File: src/rtl/mist32_memif_arbiter_if.sv
// Bus bundle between requester channels, the arbiter and the memory port.
// master = arbiter side, slave = channels/memory side.
interface mist32_memif_arbiter_if #(
  parameter int unsigned P_CH      = 2,
  parameter int unsigned P_ADDR_W  = 32,
  parameter int unsigned P_WDATA_W = 32,
  parameter int unsigned P_RDATA_W = 64
);
  localparam int unsigned MASK_W = P_WDATA_W / 8;

  logic [P_CH-1:0]           iCH_REQ;
  logic [P_CH-1:0]           iCH_RW;
  logic [P_CH*MASK_W-1:0]    iCH_MASK;
  logic [P_CH*P_ADDR_W-1:0]  iCH_ADDR;
  logic [P_CH*P_WDATA_W-1:0] iCH_DATA;
  logic [P_CH-1:0]           oCH_LOCK;
  logic [P_CH-1:0]           oCH_VALID;
  logic [P_CH-1:0]           iCH_BUSY;
  logic [P_RDATA_W-1:0]      oCH_DATA;

  logic                      oMEMORY_REQ;
  logic                      iMEMORY_BUSY;
  logic [MASK_W-1:0]         oMEMORY_MASK;
  logic                      oMEMORY_RW;
  logic [P_ADDR_W-1:0]       oMEMORY_ADDR;
  logic [P_WDATA_W-1:0]      oMEMORY_DATA;
  logic                      iMEMORY_VALID;
  logic                      oMEMORY_BUSY;
  logic [P_RDATA_W-1:0]      iMEMORY_DATA;

  modport master (
    input  iCH_REQ, iCH_RW, iCH_MASK, iCH_ADDR, iCH_DATA, iCH_BUSY,
    input  iMEMORY_BUSY, iMEMORY_VALID, iMEMORY_DATA,
    output oCH_LOCK, oCH_VALID, oCH_DATA,
    output oMEMORY_REQ, oMEMORY_MASK, oMEMORY_RW, oMEMORY_ADDR, oMEMORY_DATA, oMEMORY_BUSY
  );

  modport slave (
    output iCH_REQ, iCH_RW, iCH_MASK, iCH_ADDR, iCH_DATA, iCH_BUSY,
    output iMEMORY_BUSY, iMEMORY_VALID, iMEMORY_DATA,
    input  oCH_LOCK, oCH_VALID, oCH_DATA,
    input  oMEMORY_REQ, oMEMORY_MASK, oMEMORY_RW, oMEMORY_ADDR, oMEMORY_DATA, oMEMORY_BUSY
  );
endinterface

File: src/rtl/mist32_memif_arbiter.sv
// Round-robin arbiter of P_CH requesters onto one memory port, with an
// order FIFO that routes in-order read returns back to the issuing channel.
module mist32_memif_arbiter #(
  parameter int unsigned P_CH          = 2,
  parameter int unsigned P_ADDR_W      = 32,
  parameter int unsigned P_WDATA_W     = 32,
  parameter int unsigned P_RDATA_W     = 64,
  parameter int unsigned P_OUTSTANDING = 4
) (
  input  logic iCLOCK,
  input  logic iRESET,
  input  logic iRESET_SYNC,
  input  logic iBOOT_MODE,
  mist32_memif_arbiter_if.master bus,
  output logic oERR_UNEXPECTED
);

  localparam int unsigned CH_W   = $clog2(P_CH);
  localparam int unsigned MASK_W = P_WDATA_W / 8;
  localparam int unsigned PTR_W  = $clog2(P_OUTSTANDING);
  localparam int unsigned CNT_W  = PTR_W + 1;

  logic [CH_W-1:0]      r_last_grant;
  logic                 r_mem_req;
  logic                 r_mem_rw;
  logic [MASK_W-1:0]    r_mem_mask;
  logic [P_ADDR_W-1:0]  r_mem_addr;
  logic [P_WDATA_W-1:0] r_mem_data;
  logic                 r_err;
  logic [CH_W-1:0]      r_order [P_OUTSTANDING];
  logic [PTR_W-1:0]     r_wr_ptr;
  logic [PTR_W-1:0]     r_rd_ptr;
  logic [CNT_W-1:0]     r_read_count;

  logic [P_CH-1:0]      w_elig;
  logic [CH_W-1:0]      w_idx;
  logic [CH_W-1:0]      w_grant;
  logic                 w_grant_vld;
  logic                 w_grant_rw;
  logic                 w_stage_free;
  logic                 w_room;
  logic                 w_accept;
  logic                 w_push;
  logic                 w_pop;
  logic                 w_empty;
  logic [CH_W-1:0]      w_head;

  // Boot mode masks every requester except channel 0.
  always_comb begin
    w_elig = bus.iCH_REQ;
    if (iBOOT_MODE) w_elig = bus.iCH_REQ & {{(P_CH-1){1'b0}}, 1'b1};
  end

  // Round-robin search starting just after the last accepted channel.
  always_comb begin
    w_grant     = '0;
    w_grant_vld = 1'b0;
    w_idx       = '0;
    for (int unsigned k = 1; k <= P_CH; k++) begin
      w_idx = CH_W'((32'(r_last_grant) + k) % P_CH);
      if (!w_grant_vld && w_elig[w_idx]) begin
        w_grant     = w_idx;
        w_grant_vld = 1'b1;
      end
    end
  end

  assign w_grant_rw   = bus.iCH_RW[w_grant];
  assign w_stage_free = ~r_mem_req | ~bus.iMEMORY_BUSY;
  // Room is judged on the pre-pop count; a same-cycle return does not free a slot.
  assign w_room       = r_read_count < CNT_W'(P_OUTSTANDING);
  assign w_accept     = w_grant_vld & w_stage_free & (w_grant_rw | w_room) & ~iRESET_SYNC;
  assign w_push       = w_accept & ~w_grant_rw;

  always_comb begin
    bus.oCH_LOCK = bus.iCH_REQ;
    if (w_accept) bus.oCH_LOCK[w_grant] = 1'b0;
  end

  assign w_empty = (r_read_count == '0);
  assign w_head  = r_order[r_rd_ptr];
  assign w_pop   = ~w_empty & bus.iMEMORY_VALID & ~bus.iCH_BUSY[w_head];

  // Read returns are steered to the oldest outstanding requester.
  always_comb begin
    bus.oCH_VALID    = '0;
    bus.oMEMORY_BUSY = 1'b0;
    if (!w_empty) begin
      bus.oCH_VALID[w_head] = bus.iMEMORY_VALID;
      bus.oMEMORY_BUSY      = bus.iCH_BUSY[w_head];
    end
  end

  assign bus.oCH_DATA     = bus.iMEMORY_DATA;
  assign bus.oMEMORY_REQ  = r_mem_req;
  assign bus.oMEMORY_RW   = r_mem_rw;
  assign bus.oMEMORY_MASK = r_mem_mask;
  assign bus.oMEMORY_ADDR = r_mem_addr;
  assign bus.oMEMORY_DATA = r_mem_data;
  assign oERR_UNEXPECTED  = r_err;

  // Output stage: load on accept, hold while memory is busy, drop REQ when drained.
  always_ff @(posedge iCLOCK or posedge iRESET) begin
    if (iRESET) begin
      r_mem_req  <= 1'b0;
      r_mem_rw   <= 1'b0;
      r_mem_mask <= '0;
      r_mem_addr <= '0;
      r_mem_data <= '0;
    end else if (iRESET_SYNC) begin
      r_mem_req  <= 1'b0;
      r_mem_rw   <= 1'b0;
      r_mem_mask <= '0;
      r_mem_addr <= '0;
      r_mem_data <= '0;
    end else if (w_accept) begin
      r_mem_req  <= 1'b1;
      r_mem_rw   <= w_grant_rw;
      r_mem_mask <= bus.iCH_MASK[w_grant*MASK_W +: MASK_W];
      r_mem_addr <= bus.iCH_ADDR[w_grant*P_ADDR_W +: P_ADDR_W];
      r_mem_data <= bus.iCH_DATA[w_grant*P_WDATA_W +: P_WDATA_W];
    end else if (w_stage_free) begin
      r_mem_req  <= 1'b0;
    end
  end

  always_ff @(posedge iCLOCK or posedge iRESET) begin
    if (iRESET) begin
      r_last_grant <= CH_W'(P_CH - 1);
    end else if (iRESET_SYNC) begin
      r_last_grant <= CH_W'(P_CH - 1);
    end else if (w_accept) begin
      r_last_grant <= w_grant;
    end
  end

  // Order FIFO payload needs no reset; pointers and count define validity.
  always_ff @(posedge iCLOCK) begin
    if (w_push) r_order[r_wr_ptr] <= w_grant;
  end

  always_ff @(posedge iCLOCK or posedge iRESET) begin
    if (iRESET) begin
      r_wr_ptr     <= '0;
      r_rd_ptr     <= '0;
      r_read_count <= '0;
    end else if (iRESET_SYNC) begin
      r_wr_ptr     <= '0;
      r_rd_ptr     <= '0;
      r_read_count <= '0;
    end else begin
      if (w_push) r_wr_ptr <= r_wr_ptr + PTR_W'(1);
      if (w_pop)  r_rd_ptr <= r_rd_ptr + PTR_W'(1);
      case ({w_push, w_pop})
        2'b10:   r_read_count <= r_read_count + CNT_W'(1);
        2'b01:   r_read_count <= r_read_count - CNT_W'(1);
        default: r_read_count <= r_read_count;
      endcase
    end
  end

  always_ff @(posedge iCLOCK or posedge iRESET) begin
    if (iRESET) begin
      r_err <= 1'b0;
    end else if (iRESET_SYNC) begin
      r_err <= 1'b0;
    end else if (w_empty && bus.iMEMORY_VALID) begin
      r_err <= 1'b1;
    end
  end

endmodule

File: src/flat_wrapper.sv
// flat-port wrapper written by rule: the top's interface ports become plain ports
module mist32_memif_arbiter_flat 
#(
  parameter int unsigned P_CH          = 2,
  parameter int unsigned P_ADDR_W      = 32,
  parameter int unsigned P_WDATA_W     = 32,
  parameter int unsigned P_RDATA_W     = 64,
  parameter int unsigned P_OUTSTANDING = 4
)
  (iCLOCK, iRESET, iRESET_SYNC, iBOOT_MODE, oERR_UNEXPECTED, bus_iCH_REQ, bus_iCH_RW, bus_iCH_MASK, bus_iCH_ADDR, bus_iCH_DATA, bus_iCH_BUSY, bus_iMEMORY_BUSY, bus_iMEMORY_VALID, bus_iMEMORY_DATA, bus_oCH_LOCK, bus_oCH_VALID, bus_oCH_DATA, bus_oMEMORY_REQ, bus_oMEMORY_MASK, bus_oMEMORY_RW, bus_oMEMORY_ADDR, bus_oMEMORY_DATA, bus_oMEMORY_BUSY);
  mist32_memif_arbiter_if #(.P_CH(P_CH), .P_ADDR_W(P_ADDR_W), .P_WDATA_W(P_WDATA_W), .P_RDATA_W(P_RDATA_W)) bus_i ();
  input  logic iCLOCK;
  input  logic iRESET;
  input  logic iRESET_SYNC;
  input  logic iBOOT_MODE;
  output logic oERR_UNEXPECTED;
  input wire logic [$bits(bus_i.iCH_REQ)-1:0] bus_iCH_REQ;
  input wire logic [$bits(bus_i.iCH_RW)-1:0] bus_iCH_RW;
  input wire logic [$bits(bus_i.iCH_MASK)-1:0] bus_iCH_MASK;
  input wire logic [$bits(bus_i.iCH_ADDR)-1:0] bus_iCH_ADDR;
  input wire logic [$bits(bus_i.iCH_DATA)-1:0] bus_iCH_DATA;
  input wire logic [$bits(bus_i.iCH_BUSY)-1:0] bus_iCH_BUSY;
  input wire logic [$bits(bus_i.iMEMORY_BUSY)-1:0] bus_iMEMORY_BUSY;
  input wire logic [$bits(bus_i.iMEMORY_VALID)-1:0] bus_iMEMORY_VALID;
  input wire logic [$bits(bus_i.iMEMORY_DATA)-1:0] bus_iMEMORY_DATA;
  output wire logic [$bits(bus_i.oCH_LOCK)-1:0] bus_oCH_LOCK;
  output wire logic [$bits(bus_i.oCH_VALID)-1:0] bus_oCH_VALID;
  output wire logic [$bits(bus_i.oCH_DATA)-1:0] bus_oCH_DATA;
  output wire logic [$bits(bus_i.oMEMORY_REQ)-1:0] bus_oMEMORY_REQ;
  output wire logic [$bits(bus_i.oMEMORY_MASK)-1:0] bus_oMEMORY_MASK;
  output wire logic [$bits(bus_i.oMEMORY_RW)-1:0] bus_oMEMORY_RW;
  output wire logic [$bits(bus_i.oMEMORY_ADDR)-1:0] bus_oMEMORY_ADDR;
  output wire logic [$bits(bus_i.oMEMORY_DATA)-1:0] bus_oMEMORY_DATA;
  output wire logic [$bits(bus_i.oMEMORY_BUSY)-1:0] bus_oMEMORY_BUSY;
  assign bus_i.iCH_REQ = bus_iCH_REQ;
  assign bus_i.iCH_RW = bus_iCH_RW;
  assign bus_i.iCH_MASK = bus_iCH_MASK;
  assign bus_i.iCH_ADDR = bus_iCH_ADDR;
  assign bus_i.iCH_DATA = bus_iCH_DATA;
  assign bus_i.iCH_BUSY = bus_iCH_BUSY;
  assign bus_i.iMEMORY_BUSY = bus_iMEMORY_BUSY;
  assign bus_i.iMEMORY_VALID = bus_iMEMORY_VALID;
  assign bus_i.iMEMORY_DATA = bus_iMEMORY_DATA;
  assign bus_oCH_LOCK = bus_i.oCH_LOCK;
  assign bus_oCH_VALID = bus_i.oCH_VALID;
  assign bus_oCH_DATA = bus_i.oCH_DATA;
  assign bus_oMEMORY_REQ = bus_i.oMEMORY_REQ;
  assign bus_oMEMORY_MASK = bus_i.oMEMORY_MASK;
  assign bus_oMEMORY_RW = bus_i.oMEMORY_RW;
  assign bus_oMEMORY_ADDR = bus_i.oMEMORY_ADDR;
  assign bus_oMEMORY_DATA = bus_i.oMEMORY_DATA;
  assign bus_oMEMORY_BUSY = bus_i.oMEMORY_BUSY;
  mist32_memif_arbiter #(.P_CH(P_CH), .P_ADDR_W(P_ADDR_W), .P_WDATA_W(P_WDATA_W), .P_RDATA_W(P_RDATA_W), .P_OUTSTANDING(P_OUTSTANDING)) u_core (.iCLOCK(iCLOCK), .iRESET(iRESET), .iRESET_SYNC(iRESET_SYNC), .iBOOT_MODE(iBOOT_MODE), .bus(bus_i), .oERR_UNEXPECTED(oERR_UNEXPECTED));
endmodule
File: config.mk
export PLATFORM = sky130hd
export DESIGN_NAME = mist32_memif_arbiter_flat
export DESIGN_NICKNAME = d
export VERILOG_FILES = /design/src/rtl/mist32_memif_arbiter_if.sv /design/src/rtl/mist32_memif_arbiter.sv /design/src/flat_wrapper.sv
export SDC_FILE = /design/constraint.sdc
export NUM_CORES = 1
export LEC_CHECK = 0
export CORE_AREA = 3 3 135 137
export CTS_BUF_LIST = sky130_fd_sc_hd__clkbuf_4 sky130_fd_sc_hd__clkbuf_8
export DETAILED_ROUTE_END_ITERATION = 10
export DIE_AREA = 0 0 138 140
export PLACE_DENSITY = 0.7
export SLEW_MARGIN = 5
export SYNTH_ARGS = -nofsm -noshare
export SYNTH_HDL_FRONTEND = slang
export SYNTH_SLANG_ARGS = --single-unit
File: constraint.sdc
create_clock -name iCLOCK -period 2.8 [get_ports iCLOCK]
set_input_delay 0.56 -clock iCLOCK [delete_from_list [all_inputs] [get_ports iCLOCK]]
set_output_delay 0.56 -clock iCLOCK [all_outputs]
set_load 0.02 [all_outputs]
; ---- Yosys cells after proc, flatten, opt, wreduce, memory -nomap -nowiden
; Memory sizes are Yosys's and may differ from the RTL's.
; Index checks and enable logic that the tools add are counted.
[classes]
reduce_logical = 12
muxes = 43
n_eq_ne = 2
add_sub_neg = 6
order_cmp = 7
shifts = 3
n_bitwise = 17
[ops]
columns = op, n
row1 = 2-to-1 mux 32 bit, 4
row2 = indexed part select 64 x 7 -> 32 bit, 2
row3 = 2-to-1 mux 1 bit, 26
row4 = 2-to-1 mux 2 bit, 7
row5 = < comparator 1 x 2 -> 1 bit (second input constant), 4
row6 = 2-to-1 mux 4 bit, 2
row7 = nonzero test 2 bit, 4
row8 = indexed part select 8 x 4 -> 4 bit, 1
row9 = AND 1 bit, 6
row10 = NOT 1 bit, 6
row11 = case mux 3 bit (2 select lines), 1
row12 = nonzero test 3 bit, 2
row13 = adder 2 x 1 -> 2 bit (second input constant), 2
row14 = AND 2 bit, 2
row15 = logical AND 1 bit, 4
row16 = adder 3 x 1 -> 3 bit (second input constant), 1
row17 = logical NOT 3 bit, 1
row18 = < comparator 3 bit (second input constant), 1
row19 = 2-to-1 mux 3 bit, 1
row20 = subtractor 3 x 1 -> 3 bit (second input constant), 1
row21 = adder 1 bit (second input constant), 2
row22 = demux 1 bit (select 1 bit), 2
row23 = equality test 2 x 1 -> 1 bit (second input constant), 1
row24 = equality test 2 bit (second input constant), 1
row25 = 4 further kinds, 6
[word_totals]
elab_cells = 101
ram_bits = 4
output_inout_bits = 140
reg_bits = 79
mem_count = 1
input_bits = 212
[mem_list]
columns = memory, depth, width, read_ports, rd_clocked_by_memory_dff, wr, line
row1 = u_core.r_order, 4, 1, 1, 0, 1, mist32_memif_arbiter.sv:30  ; logic [CH_W-1:0] r_order [P_OUTSTANDING];

; ---- Longest topological paths before layout
[logic_depth]
ltp_word = 16
ltp_mapped = 9
ltp_nobuf = 7

; ---- Worst setup path after synthesis
; Ideal clock, no wire load.
[synth_timing]
kind = input port to flip-flop
startpoint = input port bus_iCH_REQ[1]
endpoint = register u_core.r_read_count[1]
arrival_time_ns = 2.657
t_required_ns = 2.661
setup_ns = 0.139
setup_slack_ns = 0.005
n_path_buf = 2
path_stages = 9
cell_sequence = nor2b_1 o21ai_1 and4b_1 clkbuf_1 buf_2 nor2_1 fa_1 and4b_1 or4_1
[synth_via]
elab_chain_len = 16
word_cells_on_any_way = 24
cone_classes = eq/ne (2) / mux (13) / bitwise (6) / reduce/logical (3)
[synth_rtl]
columns = element, line
row1 = from (decl), flat_wrapper.sv:17  ; input wire logic [$bits(bus_i.iCH_REQ)-1:0] bus_iCH_REQ;
row2 = 2-to-1 mux 2 bit *, mist32_memif_arbiter.sv:51  ; if (iBOOT_MODE) w_elig = bus.iCH_REQ & {{(P_CH-1){1'b0}}, 1'b1};
row3 = 2-to-1 mux 1 bit (not written as such) (2 in series), mist32_memif_arbiter.sv:61  ; if (!w_grant_vld && w_elig[w_idx]) begin
row4 = 2-to-1 mux 1 bit, mist32_memif_arbiter.sv:61
row5 = logical NOT 1 bit, mist32_memif_arbiter.sv:61
row6 = logical AND 1 bit, mist32_memif_arbiter.sv:61
row7 = 2-to-1 mux 1 bit, mist32_memif_arbiter.sv:61
row8 = 2-to-1 mux 1 bit (not written as such) (2 in series), mist32_memif_arbiter.sv:68  ; assign w_grant_rw = bus.iCH_RW[w_grant];
row9 = OR 1 bit, mist32_memif_arbiter.sv:72  ; assign w_accept = w_grant_vld & w_stage_free & (w_grant_rw | w_room) & ~iRESET_SYNC;
row10 = AND 1 bit (2 in series), mist32_memif_arbiter.sv:72
row11 = AND 1 bit *, mist32_memif_arbiter.sv:73  ; assign w_push = w_accept & ~w_grant_rw;
row12 = equality test 2 x 1 -> 1 bit or equality test 2 bit (tied branches), mist32_memif_arbiter.sv:154  ; case ({w_push, w_pop})
row13 = case mux 3 bit (2 select lines), mist32_memif_arbiter.sv:154
row14 = 2-to-1 mux 3 bit, mist32_memif_arbiter.sv:147  ; end else if (iRESET_SYNC) begin
row15 = to (signal assigned), mist32_memif_arbiter.sv:155  ; 2'b10: r_read_count <= r_read_count + CNT_W'(1);
row16 = to (signal assigned), mist32_memif_arbiter.sv:156  ; 2'b01: r_read_count <= r_read_count - CNT_W'(1);
row17 = to (signal assigned), mist32_memif_arbiter.sv:157  ; default: r_read_count <= r_read_count;
row18 = to (decl), mist32_memif_arbiter.sv:33  ; logic [CNT_W-1:0] r_read_count;
; Every way passes the cells marked *; elsewhere a longest branch is shown, timed or not. The select of a mux whose other input is x is not followed.
; A chain may end at the register's enable or synchronous reset.

; ---- Final worst setup path
; Ends and elaborated chain as after synthesis.

==> summary.txt <==
OUTCOME
-----------------------------------------------------------------------------------------------------
Result of the run ...................................................................... finished clean

LAYOUT
-----------------------------------------------------------------------------------------------------
Final Net Count ........................................................................          759
Filler-free cell count of the finished design ..........................................          772
Proportion of layout cells with a drive suffix above 1 .................................      0.08775
Area added between synthesis and finish ................................................       53.19%
Inserted Diodes ........................................................................            0

SYNTH
-----------------------------------------------------------------------------------------------------
Total of flip-flops plus latches after synthesis .......................................           83
Post-synthesis net count ...............................................................          597
Post-Syn Area per Cell .................................................................   11.32 um^2
Netlist cell types .....................................................................           37
Share of flip-flops with an asynchronous set or reset ..................................       0.9518
XOR/XNOR share of the synthesized area .................................................      0.01047
Main flop type after synthesis .........................................................      dfrtp_1
Cells after Synth ......................................................................          380
Number of flops mapped to enable cells by yosys ........................................            4
Count of synthesis-stage warnings from yosys ...........................................            0
Simple-gate share of the synthesized area ..............................................      0.05528
Share of synthesized area occupied by flip-flops and latches ...........................       0.4879
Post-synthesis share of cell area spent on full adders, half adders and majority gates .      0.01629
Share of the synthesized area in compound gates (AO/OA/AOI/OAI) ........................       0.2741
Largest family of logic cells by synthesized area ...................................... compound AO/OA/AOI/OAI gates
Portion of netlist area occupied by mux cells ..........................................      0.01542
Area of the mapped netlist ............................................................. 0.004300 mm^2

SETUP PATH
-----------------------------------------------------------------------------------------------------
Highest fanout seen on the critical path ...............................................            5
Critical path endpoint category ........................................................    flip-flop
Data arrival time of the critical path .................................................      2920 ps
Path depth of the worst reg2reg path ...................................................            7
Worst path most repeated cell ..........................................................      and4b_1
Buffering stage count on the worst path with inverters included ........................            1
CP Class ............................................................................... primary input to flip-flop
Endpoint required time on the critical path ............................................      3020 ps
Worst path max stage delay .............................................................       510 ps
Cell chain of the critical path ........................................................ clkdlybuf4s50_1 > nor2b_2 > nand3_1 > and4b_1 > nor2_1 > fa_1 > and4b_1 > or4_1
Largest delay contributor family on the critical path .................................. simple AND/OR/NAND/NOR gates
Slowest stage cell, crit path ..........................................................        or4_1
Worst setup SP type .................................................................... primary input
Levels on crit path ....................................................................            8

FLOORPLAN
-----------------------------------------------------------------------------------------------------
Area of the core ....................................................................... 0.01718 mm^2
Total I/O pin count ....................................................................          352
Die Area ............................................................................... 0.01932 mm^2
Initial core utilization ...............................................................       0.2504
Row count ..............................................................................           48
Die boundary height ....................................................................       140 um
Chip width .............................................................................       138 um

STA
-----------------------------------------------------------------------------------------------------
Unrepaired setup endpoints after global routing ........................................        false
Share of the clock period used by the worst path .......................................       0.9663
Hold Vio Cnt, Final ....................................................................            0
Worst-case headroom to the max-slew limit ..............................................       0.4960
Slew at the pin with the worst max-slew slack ..........................................     756.0 ps
Peak clock frequency supported by timing ...............................................    369.6 MHz
Clock skew .............................................................................     15.17 ps
Final Slew Violations ..................................................................            0
Number of failing setup endpoints in the final timing report ...........................            0
Smallest hold slack ....................................................................     478.6 ps
Min Clock Period, post-route ...........................................................      2706 ps

PLACE
-----------------------------------------------------------------------------------------------------
Placed cell count ......................................................................          755
Global placer's final weighted congestion ..............................................       0.7726
Placed wire-length estimate ............................................................     9.431 mm
PortBufs ...............................................................................          223

FLOW RUN
-----------------------------------------------------------------------------------------------------
Max Cap Viol ...........................................................................            0

GLOBAL ROUTING
-----------------------------------------------------------------------------------------------------
Vias in the first global route .........................................................         3775
Maximum number of pins on one net before global-route repair ...........................           70
Grt total ovfl .........................................................................            0
Global-route wire length before repair .................................................     19.63 mm
Number of antenna violations at the first check in global routing ......................            0
Tot GR Track Use .......................................................................       0.1265

CLOCKING
-----------------------------------------------------------------------------------------------------
CTS H-Tree Depth .......................................................................            3
Root Driver ............................................................................     clkbuf_8
Insertion delay to the later sink of the worst-skew pair ...............................       360 ps
Clock edge transition at the registers on the reported setup and hold paths ............        80 ps
TritonCTS buffer count .................................................................            9
Sink count of the clock tree ...........................................................           83
Largest buffer count on any clock path .................................................            2
Number of hold buffers added after cts .................................................            0
CTS tree ...............................................................................         done

ROUTE
-----------------------------------------------------------------------------------------------------
Initial drt markers ....................................................................          111
Vias/cell ..............................................................................        4.560
Detailed-route wire length per cell ....................................................     16.11 um
Vias after detailed routing ............................................................         3520
Remaining antenna violation count after routing ........................................            0
Drc violations .........................................................................            0
Wire length reported by the detailed router ............................................     12.44 mm
Drt first pass iters ...................................................................            4

MIN PATH
-----------------------------------------------------------------------------------------------------
Hold Path Stages .......................................................................            1
Path class of the lowest-slack min-delay path .......................................... flip-flop to flip-flop

POWER
-----------------------------------------------------------------------------------------------------
Design internal power ..................................................................      2190 uW
Net switching component of the power ...................................................     908.7 uW
Switching part of the total ............................................................       0.2932
Power density cells .................................................................... 470.5 mW/mm^2
Flop pwr share .........................................................................        0.447
Total power after layout ...............................................................      3099 uW
Maximum vdd drop .......................................................................    0.1949 mV
Leakage power ..........................................................................  0.003260 uW
Clock group share of total power .......................................................        0.249
Fraction of power consumed by combinational cells ......................................        0.305

## cells by family (layout without fill, tap and decap cells)
group | after synthesis | in the layout
compound gates | 148 | 148
xor+xnor | 3 | 3
fa+ha+maj | 5 | 5
buf+inv | 96 | 263
flops | 83 | 83
mux | 4 | 4
simple gates | 41 | 41
## power by group through the flow
stage	clock, uW	combinational (uW)	sequential (uW)
6_report	770	945	1380
5_1_grt	869	1010	1400
4_1_cts	823	959	1390
3_5_place_dp	0	959	1410
3_3_place_gp	0	940	1400
2_1_floorplan	0	434	1520
## registers in the layout, summed over array words and instances (netlist names)
register / flops
u_core.r_wr_ptr: 2
u_core.r_read_count: 3
u_core.r_last_grant: 1
u_core.r_rd_ptr: 2
u_core.bus.oMEMORY_DATA: 32
u_core.oERR_UNEXPECTED: 1
u_core.bus.oMEMORY_REQ: 1
u_core.bus.oMEMORY_MASK: 4
u_core.r_order: 4
u_core.bus.oMEMORY_RW: 1
u_core.bus.oMEMORY_ADDR: 32
## cell usage after synthesis (4+ instances only)
cell / instances / area share
dfrtp_1: 78 / 0.45
ha_1: 4 / 0.012
inv_1: 7 / 0.0061
nor2_1: 13 / 0.011
a22o_1: 68 / 0.14
edfxtp_1: 4 / 0.028
and2_1: 5 / 0.0073
a21o_1: 70 / 0.12
nand2_1: 4 / 0.0035
clkbuf_1: 21 / 0.018
a21oi_1: 4 / 0.0047
buf_4: 64 / 0.11
## metrics by stage
| stage | instance area, um^2 | setup slack [ps] | setup TNS [ps] | utilization |
|---|---|---|---|---|
| 2_1_floorplan | 4300 | 4.719 | 0 | - |
| 3_3_place_gp | 6407 | -264.9 | -1035 | 0.3730 |
| 3_5_place_dp | 6407 | -356.9 | -4606 | 0.3730 |
| 4_1_cts | 6578 | 4.488 | 0 | 0.3829 |
| 5_1_grt | 6588 | 7.547 | 0 | 0.3835 |
| 6_report | 6588 | 94.38 | 0 | 0.3835 |
## worst reg2reg max path: cells and delay by family, from the launching register on
family	cells	cell delay, ps
adder cells (fa/ha/maj)	1	440
flip-flops	1	380
AND/OR/NAND/NOR	4	910
multiplexers	2	820
## area by class of cell
| type | count | area, um^2 |
|---|---|---|
| Inverter | 7 | 27.53 |
| Timing Repair Buffer | 240 | 2384 |
| Tap cell | 225 | 281.5 |
| Fill cell | 1665 | 10590 |
| Multi-Input combinational cell | 201 | 1628 |
| Clock inverter | 5 | 30.03 |
| Sequential cell | 83 | 2098 |
| Clock buffer | 11 | 138.9 |
## timing repair
| action | in CTS | in global routing |
|---|---|---|
| endpoints found under the setup margin | 3 | 2 |
| resized for setup | 5 | 1 |
| pin swaps | 0 | 0 |
| setup buffers | 0 | 1 |
## per-layer routing
layer / routed length (um) / share of wire / global-route usage
met1: 4584 / 0.37 / 0.1339
met2: 6432 / 0.52 / 0.2253
met3: 1025 / 0.082 / 0.04609
met4: 395 / 0.032 / 0.05720
met5: 0 / 0 / 0
## layout by cell type, fill, tap and decap left out, types with 3 or more instances in the layout
cell type        Yosys  final
a21o_1              70     70
a21oi_1              4      4
a22o_1              68     68
and2_1               5      4
buf_4               64     15
clkbuf_8             0      9
clkdlybuf4s50_1      0    219
clkinv_2             0      4
dfrtp_1             78     78
dlygate4sd2_1        0      3
edfxtp_1             4      4
ha_1                 4      4
inv_1                7      6
nand2_1              4      4
nand3_1              3      3
nor2_1              13     12
nor4b_1              3      3
## worst paths after layout
check                                                  from  slack, ps                     endpoint
worst max-delay path                         bus_iCH_REQ[1]         90       u_core.r_read_count[1]
worst min-delay path            u_core.bus.oMEMORY_DATA[28]        480  u_core.bus.oMEMORY_DATA[28]
worst max register to register           u_core.r_rd_ptr[0]        120       u_core.r_read_count[1]
worst min register to register  u_core.bus.oMEMORY_DATA[28]        480  u_core.bus.oMEMORY_DATA[28]
max in group asynchronous                            iRESET       1530   u_core.bus.oMEMORY_DATA[3]
min in group asynchronous                            iRESET        600   u_core.bus.oMEMORY_DATA[9]
Note: power is estimated with default switching activity, not from simulation.
